$ cat config.mk
export PLATFORM = sky130hd
export DESIGN_NAME = seq_recur_engine_flat
export DESIGN_NICKNAME = d
export VERILOG_FILES = /design/src/rtl/seq_recur_pkg.sv /design/src/rtl/seq_recur_engine_if.sv /design/src/rtl/seq_alu.sv /design/src/rtl/seq_recur_engine.sv /design/src/flat_wrapper.sv
export SDC_FILE = /design/constraint.sdc
export NUM_CORES = 1
export LEC_CHECK = 0
export BUFFER_PORTS_ARGS = -buffer_cell sky130_fd_sc_hd__buf_2
export CAP_MARGIN = 20
export CORE_ASPECT_RATIO = 0.7
export CORE_MARGIN = 10
export CORE_UTILIZATION = 35
export CTS_CLUSTER_DIAMETER = 40
export DETAILED_ROUTE_END_ITERATION = 12
export HOLD_SLACK_MARGIN = 0.1
export PLACE_DENSITY = 0.54
export RECOVER_POWER = 100
export SYNTH_ARGS = -nofsm -noshare
export SYNTH_HDL_FRONTEND = slang
export SYNTH_HIERARCHICAL = 1
export SYNTH_SLANG_ARGS = --single-unit
$ cat constraint.sdc
create_clock -name clk -period 3.85 [get_ports clk]
set_input_delay 0.385 -clock clk [delete_from_list [all_inputs] [get_ports clk]]
set_output_delay 0.385 -clock clk [all_outputs]
set_load 0.005 [all_outputs]
$ cat src/rtl/seq_recur_pkg.sv
// Shared encodings for the recurrence sequencer: operation modes and FSM states.
// No logic; types only.
// Imported by the ALU, the top and anything that decodes mode/state.
package seq_recur_pkg;

    typedef enum logic [1:0] {
        MODE_ADD = 2'b00,
        MODE_SUB = 2'b01,
        MODE_XOR = 2'b10,
        MODE_AND = 2'b11
    } mode_t;

    typedef enum logic [2:0] {
        ST_IDLE = 3'd0,
        ST_LD0  = 3'd1,
        ST_LD1  = 3'd2,
        ST_LD2  = 3'd3,
        ST_COMP = 3'd4,
        ST_DONE = 3'd5
    } state_t;

endpackage

$ cat src/rtl/seq_recur_engine_if.sv
// Bundle of control handshake, status and RAM port signals of the sequencer.
// Pure wiring, no latency.
// master = engine side, slave = host/RAM side.
interface seq_recur_engine_if #(
    parameter int DATA_W = 32,
    parameter int ADDR_W = 6
) ();
    logic              start;
    logic [1:0]        mode;
    logic [ADDR_W-1:0] base_addr;
    logic [ADDR_W-1:0] count;
    logic [ADDR_W-1:0] ram_raddr;
    logic [DATA_W-1:0] ram_rdata;
    logic              ram_we;
    logic [ADDR_W-1:0] ram_waddr;
    logic [DATA_W-1:0] ram_wdata;
    logic              busy;
    logic              done;
    logic              ovf;
    logic [DATA_W-1:0] last;

    modport master (
        input  start, mode, base_addr, count, ram_rdata,
        output ram_raddr, ram_we, ram_waddr, ram_wdata, busy, done, ovf, last
    );

    modport slave (
        output start, mode, base_addr, count, ram_rdata,
        input  ram_raddr, ram_we, ram_waddr, ram_wdata, busy, done, ovf, last
    );
endinterface

$ cat src/rtl/seq_alu.sv
// One recurrence step r = a OP b with an overflow indication.
// Purely combinational, zero latency.
// No flow control; consumer samples whenever it needs the result.
module seq_alu
    import seq_recur_pkg::*;
#(
    parameter int DATA_W = 32
) (
    input  logic [DATA_W-1:0] a,
    input  logic [DATA_W-1:0] b,
    input  mode_t             mode,
    output logic [DATA_W-1:0] r,
    output logic              ovf_bit
);

    // Select operation; only ADD carry and SUB borrow report overflow.
    always_comb begin
        r       = '0;
        ovf_bit = 1'b0;
        case (mode)
            MODE_ADD: {ovf_bit, r} = {1'b0, a} + {1'b0, b};
            MODE_SUB: begin
                r       = a - b;
                ovf_bit = (a < b);
            end
            MODE_XOR: r = a ^ b;
            MODE_AND: r = a & b;
            default:  r = '0;
        endcase
    end

endmodule

$ cat src/rtl/seq_recur_engine.sv
// Loads two seeds from RAM, then writes count words x[n] = x[n-2] OP x[n-1].
// Latency: first write 4 cycles after start acceptance, done 4+count cycles after it.
// start is only taken in IDLE; requests while busy or in DONE are dropped.
module seq_recur_engine
    import seq_recur_pkg::*;
#(
    parameter int DATA_W = 32,
    parameter int ADDR_W = 6
) (
    input  logic               clk,
    input  logic               rst,
    seq_recur_engine_if.master bus
);

    state_t            state;
    mode_t             mode_q;
    logic [ADDR_W-1:0] base_q;
    logic [ADDR_W-1:0] count_q;
    logic [ADDR_W-1:0] k_q;
    logic [DATA_W-1:0] a_q;
    logic [DATA_W-1:0] b_q;
    logic              ovf_q;
    logic [DATA_W-1:0] last_q;

    logic [DATA_W-1:0] alu_r;
    logic              alu_ovf;

    logic [ADDR_W-1:0] raddr;
    logic              we;
    logic [ADDR_W-1:0] waddr;
    logic [DATA_W-1:0] wdata;

    seq_alu #(.DATA_W(DATA_W)) u_alu (
        .a       (a_q),
        .b       (b_q),
        .mode    (mode_q),
        .r       (alu_r),
        .ovf_bit (alu_ovf)
    );

    // Sequencer FSM plus the two-word window, step counter and sticky flags.
    always_ff @(posedge clk) begin
        if (rst) begin
            state   <= ST_IDLE;
            mode_q  <= MODE_ADD;
            base_q  <= '0;
            count_q <= '0;
            k_q     <= '0;
            a_q     <= '0;
            b_q     <= '0;
            ovf_q   <= 1'b0;
            last_q  <= '0;
        end else begin
            case (state)
                ST_IDLE: begin
                    if (bus.start) begin
                        mode_q  <= mode_t'(bus.mode);
                        base_q  <= bus.base_addr;
                        count_q <= bus.count;
                        ovf_q   <= 1'b0;
                        state   <= ST_LD0;
                    end
                end
                ST_LD0: state <= ST_LD1;
                ST_LD1: begin
                    a_q   <= bus.ram_rdata;
                    state <= ST_LD2;
                end
                ST_LD2: begin
                    b_q   <= bus.ram_rdata;
                    k_q   <= '0;
                    state <= (count_q != '0) ? ST_COMP : ST_DONE;
                end
                ST_COMP: begin
                    a_q    <= b_q;
                    b_q    <= alu_r;
                    last_q <= alu_r;
                    ovf_q  <= ovf_q | alu_ovf;
                    k_q    <= k_q + ADDR_W'(1);
                    if (k_q == count_q - ADDR_W'(1)) begin
                        state <= ST_DONE;
                    end
                end
                ST_DONE: state <= ST_IDLE;
                default: state <= ST_IDLE;
            endcase
        end
    end

    // RAM addressing and write strobe decoded from state; a reset in a write
    // cycle suppresses that write so an abort never commits a partial step.
    always_comb begin
        raddr = '0;
        we    = 1'b0;
        waddr = '0;
        wdata = '0;
        case (state)
            ST_LD0: raddr = base_q;
            ST_LD1: raddr = base_q + ADDR_W'(1);
            ST_COMP: begin
                we    = ~rst;
                waddr = base_q + ADDR_W'(2) + k_q;
                wdata = alu_r;
            end
            default: ;
        endcase
    end

    assign bus.ram_raddr = raddr;
    assign bus.ram_we    = we;
    assign bus.ram_waddr = waddr;
    assign bus.ram_wdata = wdata;
    assign bus.busy      = (state == ST_LD0) || (state == ST_LD1) ||
                           (state == ST_LD2) || (state == ST_COMP);
    assign bus.done      = (state == ST_DONE);
    assign bus.ovf       = ovf_q;
    assign bus.last      = last_q;

endmodule
$ cat src/flat_wrapper.sv
// flat-port wrapper written by rule: the top's interface ports become plain ports
module seq_recur_engine_flat import seq_recur_pkg::*;
#(
    parameter int DATA_W = 32,
    parameter int ADDR_W = 6
)
  (clk, rst, bus_start, bus_mode, bus_base_addr, bus_count, bus_ram_rdata, bus_ram_raddr, bus_ram_we, bus_ram_waddr, bus_ram_wdata, bus_busy, bus_done, bus_ovf, bus_last);
  seq_recur_engine_if #(.DATA_W(DATA_W), .ADDR_W(ADDR_W)) bus_i ();
  input  logic clk;
  input  logic rst;
  input wire logic [$bits(bus_i.start)-1:0] bus_start;
  input wire logic [$bits(bus_i.mode)-1:0] bus_mode;
  input wire logic [$bits(bus_i.base_addr)-1:0] bus_base_addr;
  input wire logic [$bits(bus_i.count)-1:0] bus_count;
  input wire logic [$bits(bus_i.ram_rdata)-1:0] bus_ram_rdata;
  output wire logic [$bits(bus_i.ram_raddr)-1:0] bus_ram_raddr;
  output wire logic [$bits(bus_i.ram_we)-1:0] bus_ram_we;
  output wire logic [$bits(bus_i.ram_waddr)-1:0] bus_ram_waddr;
  output wire logic [$bits(bus_i.ram_wdata)-1:0] bus_ram_wdata;
  output wire logic [$bits(bus_i.busy)-1:0] bus_busy;
  output wire logic [$bits(bus_i.done)-1:0] bus_done;
  output wire logic [$bits(bus_i.ovf)-1:0] bus_ovf;
  output wire logic [$bits(bus_i.last)-1:0] bus_last;
  assign bus_i.start = bus_start;
  assign bus_i.mode = bus_mode;
  assign bus_i.base_addr = bus_base_addr;
  assign bus_i.count = bus_count;
  assign bus_i.ram_rdata = bus_ram_rdata;
  assign bus_ram_raddr = bus_i.ram_raddr;
  assign bus_ram_we = bus_i.ram_we;
  assign bus_ram_waddr = bus_i.ram_waddr;
  assign bus_ram_wdata = bus_i.ram_wdata;
  assign bus_busy = bus_i.busy;
  assign bus_done = bus_i.done;
  assign bus_ovf = bus_i.ovf;
  assign bus_last = bus_i.last;
  seq_recur_engine #(.DATA_W(DATA_W), .ADDR_W(ADDR_W)) u_core (.clk(clk), .rst(rst), .bus(bus_i));
endmodule
# After elaboration in Yosys (flattened, before gate mapping)
# Cells that the tools add are included.
[totals]
reg_bits = 120
latch_bits = 0
ramBits = 0
rom_bits = 0
wordCells = 59
memories = 0
[classes]
add_sub_neg = 7
n_mul = 0
div = 0
order_cmp = 1
n_eq_ne = 11
shift = 0
n_mux = 15
bitwise_logic = 4
n_reduce_logical = 12
[ops]
columns = ["operator", "n"]
rows = [
  ["$pmux 32 s2", 2],
  ["$pmux 32 s4", 1],
  ["$add 32x32->33", 1],
  ["$and 32x32->32", 1],
  ["$lt 32x32->1", 1],
  ["$mux 32", 1],
  ["$sub 32x32->32", 1],
  ["$xor 32x32->32", 1],
  ["$pmux 6 s2", 2],
  ["$pmux 3 s5", 1],
  ["$add 6x1->6 const B", 2],
  ["$add 6x2->6 const B", 1],
  ["$add 6x6->6", 1],
  ["$eq 3x2->1 const B", 2],
  ["$eq 3x3->1 const B", 2],
  ["$eq 6x6->1", 1],
  ["$mux 3", 2],
  ["$mux 6", 1],
  ["$reduce_and 2->1", 3],
  ["$reduce_bool 2->1", 3],
  ["$reduce_bool 6->1", 1],
  ["$sub 6x1->6 const B", 1],
  ["$eq 2x2->1 const B", 2],
  ["$pmux 1 s2", 2],
  ["other kinds (10)", 14],
]

# Longest topological paths before layout
[logic_depth]
word_depth = 4
ltp_mapped = 14
ltp_nobuf = 14

# By module
# Netlist, hierarchy kept.
[by_module_without_submodules]
columns = ["module", "n_inst", "cells_each", "area_each_um2", "seq_area_each_um2"]
rows = [
  ["seq_recur_engine", 1, 653, 5491.5, 2402.3],
  ["seq_alu", 1, 728, 4471.8, 0.0],
]

# Worst setup path after synthesis
# Ideal clock, no wire load.
[synth_path]
kind = "reg-to-output"
start = "register u_core.a_q[0]"
end = "output bus_ram_wdata[28]"
t_arrival_ns = 2.900
path_slack_ns = 0.565
stages_incl_launch_ff = 15
n_path_buf = 0
path_cell_list = "dfxtp_1 > inv_1 > ha_1 > fa_1 > and3b_1 > o211ai_1 > a2111o_1 > a211oi_1 > o211ai_1 > o211a_1 > mux2i_1 > a31oi_1 > o221a_1 > nand2_1 > inv_1"
[synth_between]
elab_chain_cells = 3
[synth_lines]
columns = ["item", "line", "source"]
rows = [
  ["start, declared", "seq_recur_engine.sv:20", "logic [DATA_W-1:0] a_q;"],
  ["start signal, assigned", "seq_recur_engine.sv:66", "a_q <= bus.ram_rdata;"],
  ["start signal, assigned", "seq_recur_engine.sv:75", "a_q <= b_q;"],
  ["$sub 32x32->32 or $add 32x32->33 (tied branches)", "seq_alu.sv:23, seq_alu.sv:21", ""],
  ["$pmux 32 s4 *", "seq_alu.sv:20", "case (mode)"],
  ["via u_core.alu_r[28]", "seq_recur_engine.sv:25", "logic [DATA_W-1:0] alu_r;"],
  ["$mux 32 *", "seq_recur_engine.sv:97", "case (state)"],
  ["end, declared", "flat_wrapper.sv:19", "output wire logic [$bits(bus_i.ram_wdata)-1:0] bus_ram_wdata;"],
]
# The timed path passes the listed nets; every way through them passes the cells marked *.

# Worst setup path in the final report
[layout_path]
start = "register u_core.a_q[0]"
end = "output bus_ram_wdata[30]"
# Same word-level chain as after synthesis.

==> flow_summary.yaml <==
hold_path:
  min_from: "bus_base_addr[2]"
  min_to: "u_core/base_q[2]$_SDFFE_PP0P_"
  hold_path_class: "input port to flop"
  holdPathStages: 3
worst_setup_path:
  critical_path_required_ps: 3460
  slowest_stage: "a311o_1"
  cp_data_arrival_time_ps: 3640
  startpoint_type: "flop"
  worstRegToRegCells: 5
  crit_chain: "buf_4 -> ha_2 -> inv_2 -> fa_1 -> nor2_2 -> o311a_1 -> o21a_1 -> o211ai_2 -> nand2_2 -> a211oi_4 -> o211ai_2 -> a311o_1 -> a311o_1 -> nand2_2 -> inv_2 -> buf_6"
  crit_fanout: 3
  rrSetupSlack_ps: 190
  endpoint_kind: "output port"
  slowest_delay_ps: 360
  critPathKind: "flop to output port"
  regToRegStartpoint: "u_core/state[1]$_SDFFE_PP0P_"
  r2r-end: "u_core/k_q[5]$_SDFFE_PP0P_"
floorplan:
  rows: 51
  die_w_um: 222
  start_util_pct: 35.6
  core_mm2: 0.0279
  dieArea_mm2: 0.0357
  boundaryPins: 129
  die_y_um: 161
flow_run:
  maxCapViolations: 1
clock_network:
  clk_pin_slew_ps: 60
  cts_sinks: 120
  htree_num_levels: 4
  clock_latency_ps: 450
  cts_tree: "done"
  cts_buffers: 17
  cts.path.max_buffers: 2
  clockRootBuffer: "clkbuf_16"
logic_synthesis:
  netlist.area_leader.share_pct: 24.1
  yosysTopAreaCell: "dfxtp_1"
  synth_seq_area_share_pct: 24.1
  syn_avg_cell_area_um2: 7.21
  syn_area_mm2: 0.00996
  syn_nets: 1510
  synthArstFlopShare_pct: 0
  ys.warnings.count: 6
  synthCells: 1381
  synth_area_leaders: "dfxtp_1, a21oi_1, ha_1"
  synth_ff_type: "dfxtp_1"
  synth_cell_types: 84
  synth-edff-count: 0
  ys_seq_elements: 120
placed_design:
  pre_cts_ws_ps: -63.7
  gp_congestion: 0.899
  placedCellCount: 1848
  postPlaceCellArea_mm2: 0.0111
  dpl.hpwl_um: 24800
  portBuffers: 128
power:
  peakVddDrop_uv: 331
  power.density_mw_per_mm2: 563
  p_leak_uw: 0.00541
timing:
  rsz0062_at_grt: "yes"
  maxSlewViolCount: 57
  slew_headroom_pct: -48.3
  hold_violations: 0
  max_slew.worst_pin.slew_ps: 2220
  fin_crit_ps: 4020
  setup_ws_ps: -172
  holdWs_ps: 179
  fin_setup_tns_ps: -810
  finClkSkew_ps: 11.2
  fmax_ghz: 0.249
  finalSetupViolCount: 8
  finalCritPeriodShare_pct: 104
finish:
  regArea_mm2: 0.00241
  num-fill-cells: 2929
  layout_common_cells: "nand2_1, a21oi_1, dfxtp_1"
  antenna_cells: 0
  final_nets: 1643
  design_area_mm2: 0.0123
  area_delta_synth_final_pct: 23.6
  drive_above_1_share_pct: 23.2
  multi_input_area_mm2: 0.00710
  stdcell_count: 1898
  final_common_cell: "nand2_1"
global_routing:
  grt_overflow: 0
  grt_pass1_vias: 9975
  antenna_found_initial: 0
  grt_first_pass_wirelength_um: 54700
  grt_max_degree: 84
  grt_util_all_layers_pct: 18.5
drt:
  ant_nets: 0
  via_per_inst: 5.48
  num_vias: 10402
  drtIter0Drc: 840
  route.detailed.drc: 0
  drt-total-wl_um: 34500
  drt-pass1-iter-count: 5
  wire_per_inst_um: 18.2
status:
  status: "complete, but fails checks"
  violations: "capacitance limit, slew limit, setup timing"
## stage by stage
step | total power (uW) | utilization, %
after floorplan | 3740 | -
after global placement | 4690 | 39.8
after detailed placement | 4700 | 39.8
after CTS | 6730 | 43.0
after global routing | 7390 | 44.1
final | 6930 | 44.1
## cells by family (layout without fill, tap and decap cells)
group	count (synthesis)	after routing	synth area share (%)
xor gates and xnor gates	19	19	1.67
adders and majority gates	80	80	10.3
muxes	47	47	6.23
buffers and inverters	209	355	8.83
DFF	120	120	24.1
and+or+nand+nor	461	461	20.7
AOI/OAI and AO/OA	445	445	28.1
## per-layer routing
metal	global-route usage (%)	wire (um)
met5	0	0
met3	5.03	2160
met1	26.1	17300
met2	27.4	14600
met4	4.13	345
## worst max-delay path: cells and delay by family (launching register included)
family	cells	cell delay (ps)
AOI/OAI and AO/OA	7	1840
buffers and inverters	4	350
DFF	1	320
and+or+nand+nor	3	290
adders and majority gates	2	400
## power by group
| group | leakage [uW] | internal, uW | switching (uW) | total (uW) |
|---|---|---|---|---|
| Sequential | 0.000976 | 1370 | 146 | 1510 |
| Clock | 0.000323 | 1200 | 619 | 1820 |
| Combinational | 0.00411 | 1550 | 2050 | 3600 |
## what timing repair did
item                                    in CTS  in global routing
gates resized for setup                     37                 82
endpoints found under the setup margin      19                 22
pin swaps                                   17                 20
setup buffers                               13                  5
hold buffers                                 0                  0
## cells in the mapped netlist, drive strengths merged (7+ instances only)
| cell type | number |
|---|---|
| o311ai | 7 |
| a21oi | 207 |
| dfxtp | 120 |
| mux2i | 8 |
| o21a | 8 |
| nand3 | 33 |
| nand2b | 10 |
| and3 | 9 |
| and2 | 9 |
| a211oi | 12 |
| buf | 39 |
| mux2 | 39 |
| o211ai | 18 |
| o21ai | 64 |
| nor2 | 102 |
| a31oi | 8 |
| o31ai | 8 |
| clkbuf | 58 |
| ha | 77 |
| nand4 | 10 |
| inv | 109 |
| nor2b | 10 |
| nor4 | 9 |
| xnor2 | 13 |
| nand2 | 217 |
| a21o | 14 |
| nor3 | 33 |
| a22oi | 36 |
## sequential cells by signal (all words and copies together), names as in the netlist, 2 cells and up
signal and flops:
u_core/state 3, u_core/base_q 6, u_core/mode_q 2, u_core/b_q 32, u_core/a_q 32, u_core/k_q 6, u_core/bus.last 32, u_core/count_q 6
## area by class of cell
type	count	area share, %
inverters	112	3.41
well taps	371	3.77
flip-flops and latches	120	19.6
repair buffers	211	10.2
clock buffers	21	3.82
clock inverters	11	1.58
multi-input cells	1052	57.7
## worst max path at each step
stage | start | endpoint | slack, ps | cells after the start
floorplan | u_core/a_q[0]$_SDFFE_PP0P_ | bus_ram_wdata[28] | 560 | 14
global placement | u_core/b_q[3]$_SDFFE_PP0P_ | bus_ram_wdata[31] | 20 | 16
detailed placement | u_core/b_q[3]$_SDFFE_PP0P_ | bus_ram_wdata[31] | -60 | 16
CTS | u_core/a_q[0]$_SDFFE_PP0P_ | bus_ram_wdata[28] | -240 | 15
global route | u_core/a_q[0]$_SDFFE_PP0P_ | bus_ram_wdata[26] | -330 | 17
finish | u_core/a_q[0]$_SDFFE_PP0P_ | bus_ram_wdata[30] | -170 | 16
(Power assumes the default switching activity.)
